[src/rtl/quadrant_restorer.sv]
// quadrant_restorer: pairs queued quadrant tags with reduced-angle sin/cos/tan and restores their signs.
module quadrant_restorer #(
  parameter int DATA_WIDTH = 64,
  parameter int TAG_DEPTH  = 8,
  parameter int CNT_W      = 4
) (
  input  logic                  clk,
  input  logic                  reset_n,
  input  logic                  flush,
  input  logic                  tag_valid,
  output logic                  tag_ready,
  input  logic [1:0]            tag_quadrant,
  input  logic                  res_valid,
  output logic                  res_ready,
  input  logic [DATA_WIDTH-1:0] sin_in,
  input  logic [DATA_WIDTH-1:0] cos_in,
  input  logic [DATA_WIDTH-1:0] tan_in,
  output logic                  out_valid,
  input  logic                  out_ready,
  output logic [DATA_WIDTH-1:0] sin_out,
  output logic [DATA_WIDTH-1:0] cos_out,
  output logic [DATA_WIDTH-1:0] tan_out,
  output logic [1:0]            out_quadrant,
  output logic [CNT_W-1:0]      tag_count
);
  localparam int AW = $clog2(TAG_DEPTH);
  logic [1:0]            r_mem [TAG_DEPTH];
  logic [AW-1:0]         r_wptr, r_rptr;
  logic [CNT_W-1:0]      r_count;
  logic                  r_out_valid;
  logic [DATA_WIDTH-1:0] r_sin, r_cos, r_tan;
  logic [1:0]            r_q;
  logic                  w_push, w_pop;
  logic [1:0]            w_q;
  // Signed zero collapses to +0.0 regardless of the quadrant flip.
  function automatic logic [DATA_WIDTH-1:0] fix(input logic [DATA_WIDTH-1:0] v, input logic neg);
    fix = (v[DATA_WIDTH-2:0] == '0) ? '0 : {v[DATA_WIDTH-1] ^ neg, v[DATA_WIDTH-2:0]};
  endfunction
  assign tag_ready    = r_count != CNT_W'(TAG_DEPTH);
  assign res_ready    = (r_count != '0) & (~r_out_valid | out_ready);
  assign w_push       = tag_valid & tag_ready;
  assign w_pop        = res_valid & res_ready;
  assign w_q          = r_mem[r_rptr];
  assign tag_count    = r_count;
  assign out_valid    = r_out_valid;
  assign sin_out      = r_sin;
  assign cos_out      = r_cos;
  assign tan_out      = r_tan;
  assign out_quadrant = r_q;
  always_ff @(posedge clk)
    if (w_push) r_mem[r_wptr] <= tag_quadrant;
  always_ff @(posedge clk) begin
    if (!reset_n || flush) begin
      r_wptr  <= '0;
      r_rptr  <= '0;
      r_count <= '0;
    end else begin
      r_wptr  <= w_push ? r_wptr + AW'(1) : r_wptr;
      r_rptr  <= w_pop ? r_rptr + AW'(1) : r_rptr;
      r_count <= r_count + CNT_W'(w_push) - CNT_W'(w_pop);
    end
  end
  // sin negates in the lower half-plane, cos in the left half-plane, tan where exactly one does.
  always_ff @(posedge clk) begin
    if (!reset_n || flush) begin
      r_out_valid <= 1'b0;
      r_sin       <= '0;
      r_cos       <= '0;
      r_tan       <= '0;
      r_q         <= '0;
    end else if (w_pop) begin
      r_out_valid <= 1'b1;
      r_sin       <= fix(sin_in, w_q[1]);
      r_cos       <= fix(cos_in, w_q[1] ^ w_q[0]);
      r_tan       <= fix(tan_in, w_q[0]);
      r_q         <= w_q;
    end else if (out_ready) begin
      r_out_valid <= 1'b0;
    end
  end
endmodule

[config.mk]
export PLATFORM = sky130hd
export DESIGN_NAME = quadrant_restorer
export DESIGN_NICKNAME = d
export VERILOG_FILES = /design/src/rtl/quadrant_restorer.sv
export SDC_FILE = /design/constraint.sdc
export NUM_CORES = 1
export LEC_CHECK = 0
export CORE_MARGIN = 4
export CORE_UTILIZATION = 39
export DETAILED_ROUTE_END_ITERATION = 10
export GPL_ROUTABILITY_DRIVEN = 0
export GPL_TIMING_DRIVEN = 0
export HOLD_SLACK_MARGIN = 0.08
export PLACE_DENSITY = 0.77
export SLEW_MARGIN = 20
export SYNTH_ARGS = -nofsm -noshare
export SYNTH_HDL_FRONTEND = slang
export SYNTH_SLANG_ARGS = --single-unit
export TNS_END_PERCENT = 100
[constraint.sdc]
create_clock -name clk -period 2.3 [get_ports clk]
set_input_delay 0.46 -clock clk [delete_from_list [all_inputs] [get_ports clk]]
set_output_delay 0.46 -clock clk [all_outputs]
set_load 0.02 [all_outputs]
# Word-level counts from Yosys, hierarchy flattened
# Memories as Yosys holds them, arrays and structs flattened. A register that Yosys moved wholly into a read port is not among the register bits.
# Cells that the tools add are included.
word_totals:
  ff_bits: 205
  ram_bits: 16
  memories: 1
  wordCells: 39
mem_list:
  columns: ["name", "words", "width", "read_ports", "rd_clocked_by_memory_dff", "write_ports", "line_no", "text"]
  rows:
  - ["r_mem", 8, 2, 1, 1, 1, "27", "logic [1:0] r_mem [TAG_DEPTH];"]
classes:
  reduce_logical: 7
  mux: 9
  eq_ne: 1
  add_sub_neg: 4
  n_bitwise: 9
op_table:
  columns: ["op", "n"]
  rows:
  - ["$mux 64", 3]
  - ["$logic_not 63->1", 3]
  - ["$add 3x1->3 const B", 2]
  - ["$mux 3", 2]
  - ["$add 4x1->4", 1]
  - ["$mux 1", 4]
  - ["$ne 4x4->1 const B", 1]
  - ["$reduce_bool 4->1", 1]
  - ["$sub 4x1->4", 1]
  - ["$xor 1x1->1", 4]
  - ["$and 1x1->1", 3]
  - ["$reduce_bool 2->1", 1]
  - ["$logic_not 1->1", 1]
  - ["$logic_or 1x1->1", 1]
  - ["$not 1->1", 1]
  - ["$or 1x1->1", 1]

# Depth between registers and ports, before layout
logic_depth:
  depth_word: 6
  depth_mapped: 14

# Least setup slack after synthesis
# OpenSTA, ideal clock, no wires.
synth_timing:
  kind: "flip-flop to flip-flop"
  from: "register r_count[2], in the netlist tag_count[2]"
  to: "register r_count[1], in the netlist tag_count[1]"
  period_less_slack_ns: 2.851
  arrival_ns: 2.736
  slack_ns: -0.551
  stages_incl_launch_ff: 13
  cell_sequence: "dfxtp_1 -> inv_1 -> ha_1 -> a21oi_1 -> nand2_2 -> inv_1 -> clkbuf_8 -> buf_2 -> ha_1 -> inv_1 -> ha_1 -> fa_1 -> and2_1"
synth_between:
  elab_chain_len: 4
  word_cells_on_any_way: 7
  cone_classes: "add/sub: 2; eq/ne: 1; bitwise: 3; reduce/logical: 1"
synth_lines:
  columns: ["element", "line_no", "text"]
  rows:
  - ["start: declaration", "29", "logic [CNT_W-1:0] r_count;"]
  - ["start signal: assignment", "60", "r_count <= r_count + CNT_W'(w_push) - CNT_W'(w_pop);"]
  - ["$reduce_bool 4->1", "40", "assign res_ready = (r_count != '0) & (~r_out_valid | out_ready);"]
  - ["$and 1x1->1", "40", null]
  - ["via res_ready", "14", "output logic res_ready,"]
  - ["$and 1x1->1", "42", "assign w_pop = res_valid & res_ready;"]
  - ["via w_pop", "33", "logic w_push, w_pop;"]
  - ["$sub 4x1->4", "60", null]
# The timed path passes the listed nets, and every way through them passes these cells.
# A chain may end at the register's enable or synchronous reset.

# Worst setup path after layout
layout_timing:
  from: "input port cos_in[17]"
  to: "register r_cos[53], in the netlist cos_out[53]"
layout_between:
  elab_chain_len: 2
layout_lines:
  columns: ["element", "line_no", "text"]
  rows:
  - ["start: declaration", "16", "input logic [DATA_WIDTH-1:0] cos_in,"]
  - ["$logic_not 63->1", "37", "fix = (v[DATA_WIDTH-2:0] == '0) ? '0 : {v[DATA_WIDTH-1] ^ neg, v[DATA_WIDTH-2:0]};"]
  - ["$mux 64", "37", null]
  - ["end signal: assignment", "74", "r_cos <= fix(cos_in, w_q[1] ^ w_q[0]);"]
  - ["end: declaration", "31", "logic [DATA_WIDTH-1:0] r_sin, r_cos, r_tan;"]
# Every way passes these cells.

==> results.sh <==
export IMPL_status="completed"
export IMPL_fin_crit_sh_pct=95.6
export IMPL_port_buffers=400
export IMPL_antenna_cells=0
export IMPL_dieWidth_um=170
export IMPL_p_int_uw=7720
export IMPL_utilization_pct=61.9
export IMPL_pwr_share_clk_pct=37.6
export IMPL_ys_types=36
export IMPL_worstHoldStart="cos_out[63]$_SDFFE_PP0P_"
export IMPL_ys_warnings_count=0
export IMPL_final_common_cell="clkdlybuf4s50_1"
export IMPL_drive_gt1_share_pct=7.55
export IMPL_syn_avg_cell_area_sq_um=9.93
export IMPL_seq_area_frac_synth_pct=45.6
export IMPL_htreeDepth=1
export IMPL_hold_viol_final=0
export IMPL_finalInstanceArea_sq_um=15700
export IMPL_clk_pin_slew_worst_paths_ns=0.06
export IMPL_drcViolationCount=0
export IMPL_p_comb_share_pct=23.7
export IMPL_syn_to_final_growth_pct=54.4
export IMPL_cap_violations=0
export IMPL_post_place_ws_ns=-1.24
export IMPL_ios=401
export IMPL_syn_num_nets=1235
export IMPL_die_area_sq_um=28800
export IMPL_cts_buffer_depth=3
export IMPL_clk_latency_ns=0.52
export IMPL_synth_area_sq_um=10200
export IMPL_antenna_found_initial=0
export IMPL_num_rows=58
export IMPL_start_util_pct=40.1
export IMPL_whs_path_depth=2
export IMPL_grt_max_degree=20
export IMPL_start_kind="input port"
export IMPL_postRouteWirelength_um=35700
export IMPL_grt_use_total_pct=23.3
export IMPL_synthCells=1026
export IMPL_min_path_type="reg -> reg"
export IMPL_drt_pass1_iter_count=5
export IMPL_fmax_mhz=455
export IMPL_slew_viol_final=0
export IMPL_cts_buffers_inserted=25
export IMPL_via_per_inst=5.13
export IMPL_grt_pass1_vias=9558
export IMPL_p_leak_uw=0.00566
export IMPL_cts_root_buf="clkbuf_16"
export IMPL_powerDensity_nw_per_um2=691
export IMPL_postPlaceCellArea_sq_um=14700
export IMPL_p_sw_share_pct=28.9
export IMPL_switchingPower_uw=3140
export IMPL_cp_data_arrival_time_ns=2.60
export IMPL_crit_path_max_fanout=10
export IMPL_routedWlPerCell_um=19.7
export IMPL_path_class="in -> reg"
export IMPL_postRouteAntennaNets=0
export IMPL_setup_tns_ns=0
export IMPL_dp_hpwl_um=27400
export IMPL_final_cell_mix="clkdlybuf4s50_1 (398), dfxtp_1 (204), nor2b_1 (191), o21a_1 (191), nor3b_1 (189)"
export IMPL_startpoint="cos_in[17]"
export IMPL_vias=9293
export IMPL_ys_ff_latch=224
export IMPL_reg2regPathDepth=5
export IMPL_nets=1676
export IMPL_worst_slew_pin_slew_ns=0.730
export IMPL_core_sq_um=25400
export IMPL_fin_ws_ns=0.102
export IMPL_tritoncts="done"
export IMPL_critical_path_required_ns=2.71
export IMPL_first_iter_violations=561
export IMPL_die_y_um=170
export IMPL_setup_viol=0
export IMPL_hold_buffers=0
export IMPL_grt_first_pass_wirelength_um=53800
export IMPL_relSlewSlack_pct=51.3
export IMPL_finClkSkew_ns=0.00914
export IMPL_numClockSinks=224
export IMPL_grt_overflow=0
export IMPL_critPathCaptureType="flop"
export IMPL_seqPwrFrac_pct=38.7
export IMPL_vdd_drop_max_mv=0.713
export IMPL_finalCriticalPeriod_ns=2.20
[power by group through the flow]
stage	Sequential, uW	Combinational (uW)	Clock, uW
3_5_place_dp	4280	2540	0
2_1_floorplan	4480	1160	0
3_3_place_gp	4280	2520	0
5_1_grt	4220	2780	4330
4_1_cts	4200	2550	4180
6_report	4200	2580	4090
[stage by stage]
stage                     hold WS (ns)  instances  total power, uW
after floorplan                  0.454       1026             5640
after global placement           0.471       1756             6800
after detailed placement         0.482       1756             6830
after CTS                        0.491       1805            10900
after global routing             0.519       1813            11300
final                            0.488       1813            10900
[area by class of cell]
cell class,count,area (sq um)
buffer,84,489
clock buffer,33,697
clock inverter,10,130
fill,2160,9680
inverter,6,25.0
multi-input combinational,711,5200
sequential,224,4650
tap,330,413
timing repair buffer,415,4110
[worst paths after layout]
check | endpoint | slack (ns)
worst min-delay path | cos_out[63]$_SDFFE_PP0P_ | 0.49
worst min register to register | cos_out[63]$_SDFFE_PP0P_ | 0.49
worst max-delay path | cos_out[53]$_SDFFE_PP0P_ | 0.10
worst max register to register | cos_out[63]$_SDFFE_PP0P_ | 0.14
[state kept, by name, indices dropped and copies added, names as in the netlist, named ones only]
name	cells
tan_out	64
out_valid	1
tag_count	4
out_quadrant	2
sin_out	64
r_mem	16
r_rptr	3
r_wptr	3
cos_out	64
[critical path: stages]
cell,delay (ns)
clkdlybuf4s50_1,0.46
nor4_4,0.40
nand4_1,0.21
nor4_4,0.38
buf_8,0.19
clkbuf_4,0.20
nor3b_1,0.08
o21a_1,0.21
[cell families (layout without fill, tap and decap cells)]
family	after synthesis	count (layout)	share of synthesized area, %
AND/OR/NAND/NOR	488	488	31.9
flip-flops	224	224	45.6
AO/OA/AOI/OAI	200	200	14.6
buffers and inverters	91	548	4.82
adder cells (fa/ha/maj)	9	9	1.18
XOR/XNOR	8	8	0.688
multiplexers	6	6	1.15
[cell usage after synthesis, drive strengths merged]
library cell,instances,area share [%]
a211oi,2,0.15
a21o,1,0.074
a21oi,5,0.25
and2,2,0.12
and2b,1,0.086
buf,19,1.7
clkbuf,66,2.9
dfxtp,208,41
edfxtp,16,4.7
fa,1,0.20
ha,8,0.98
inv,6,0.22
mux2i,2,0.20
mux4,4,0.96
nand2,9,0.36
nand2b,2,0.12
nand3,5,0.25
nand4,12,0.74
nor2,17,0.63
nor2b,192,12
nor3,7,0.34
nor3b,189,14
nor4,48,3.2
o211ai,1,0.074
o21a,191,14
or2,1,0.061
or2b,1,0.086
or3b,1,0.086
or4,1,0.086
xnor2,4,0.34
xor2,4,0.34
[what timing repair did]
action                                  in CTS  in global routing
pin swaps                                    4                  4
endpoints found under the setup margin     197                126
resized for setup                           14                 16
buffers inserted                             7                  8
[metal layers]
layer / share of wire (%) / vias up / GRT usage (%) / routed length [um]
met5: 0 / - / 0 / 0
met4: 3.2 / 0 / 6.93 / 1150
met3: 8.7 / 71 / 7.24 / 3110
met2: 50 / 350 / 42.4 / 17800
met1: 38 / 4378 / 26.2 / 13700
li1: - / 4494 / - / -
Power figures use the tool's default switching activity.
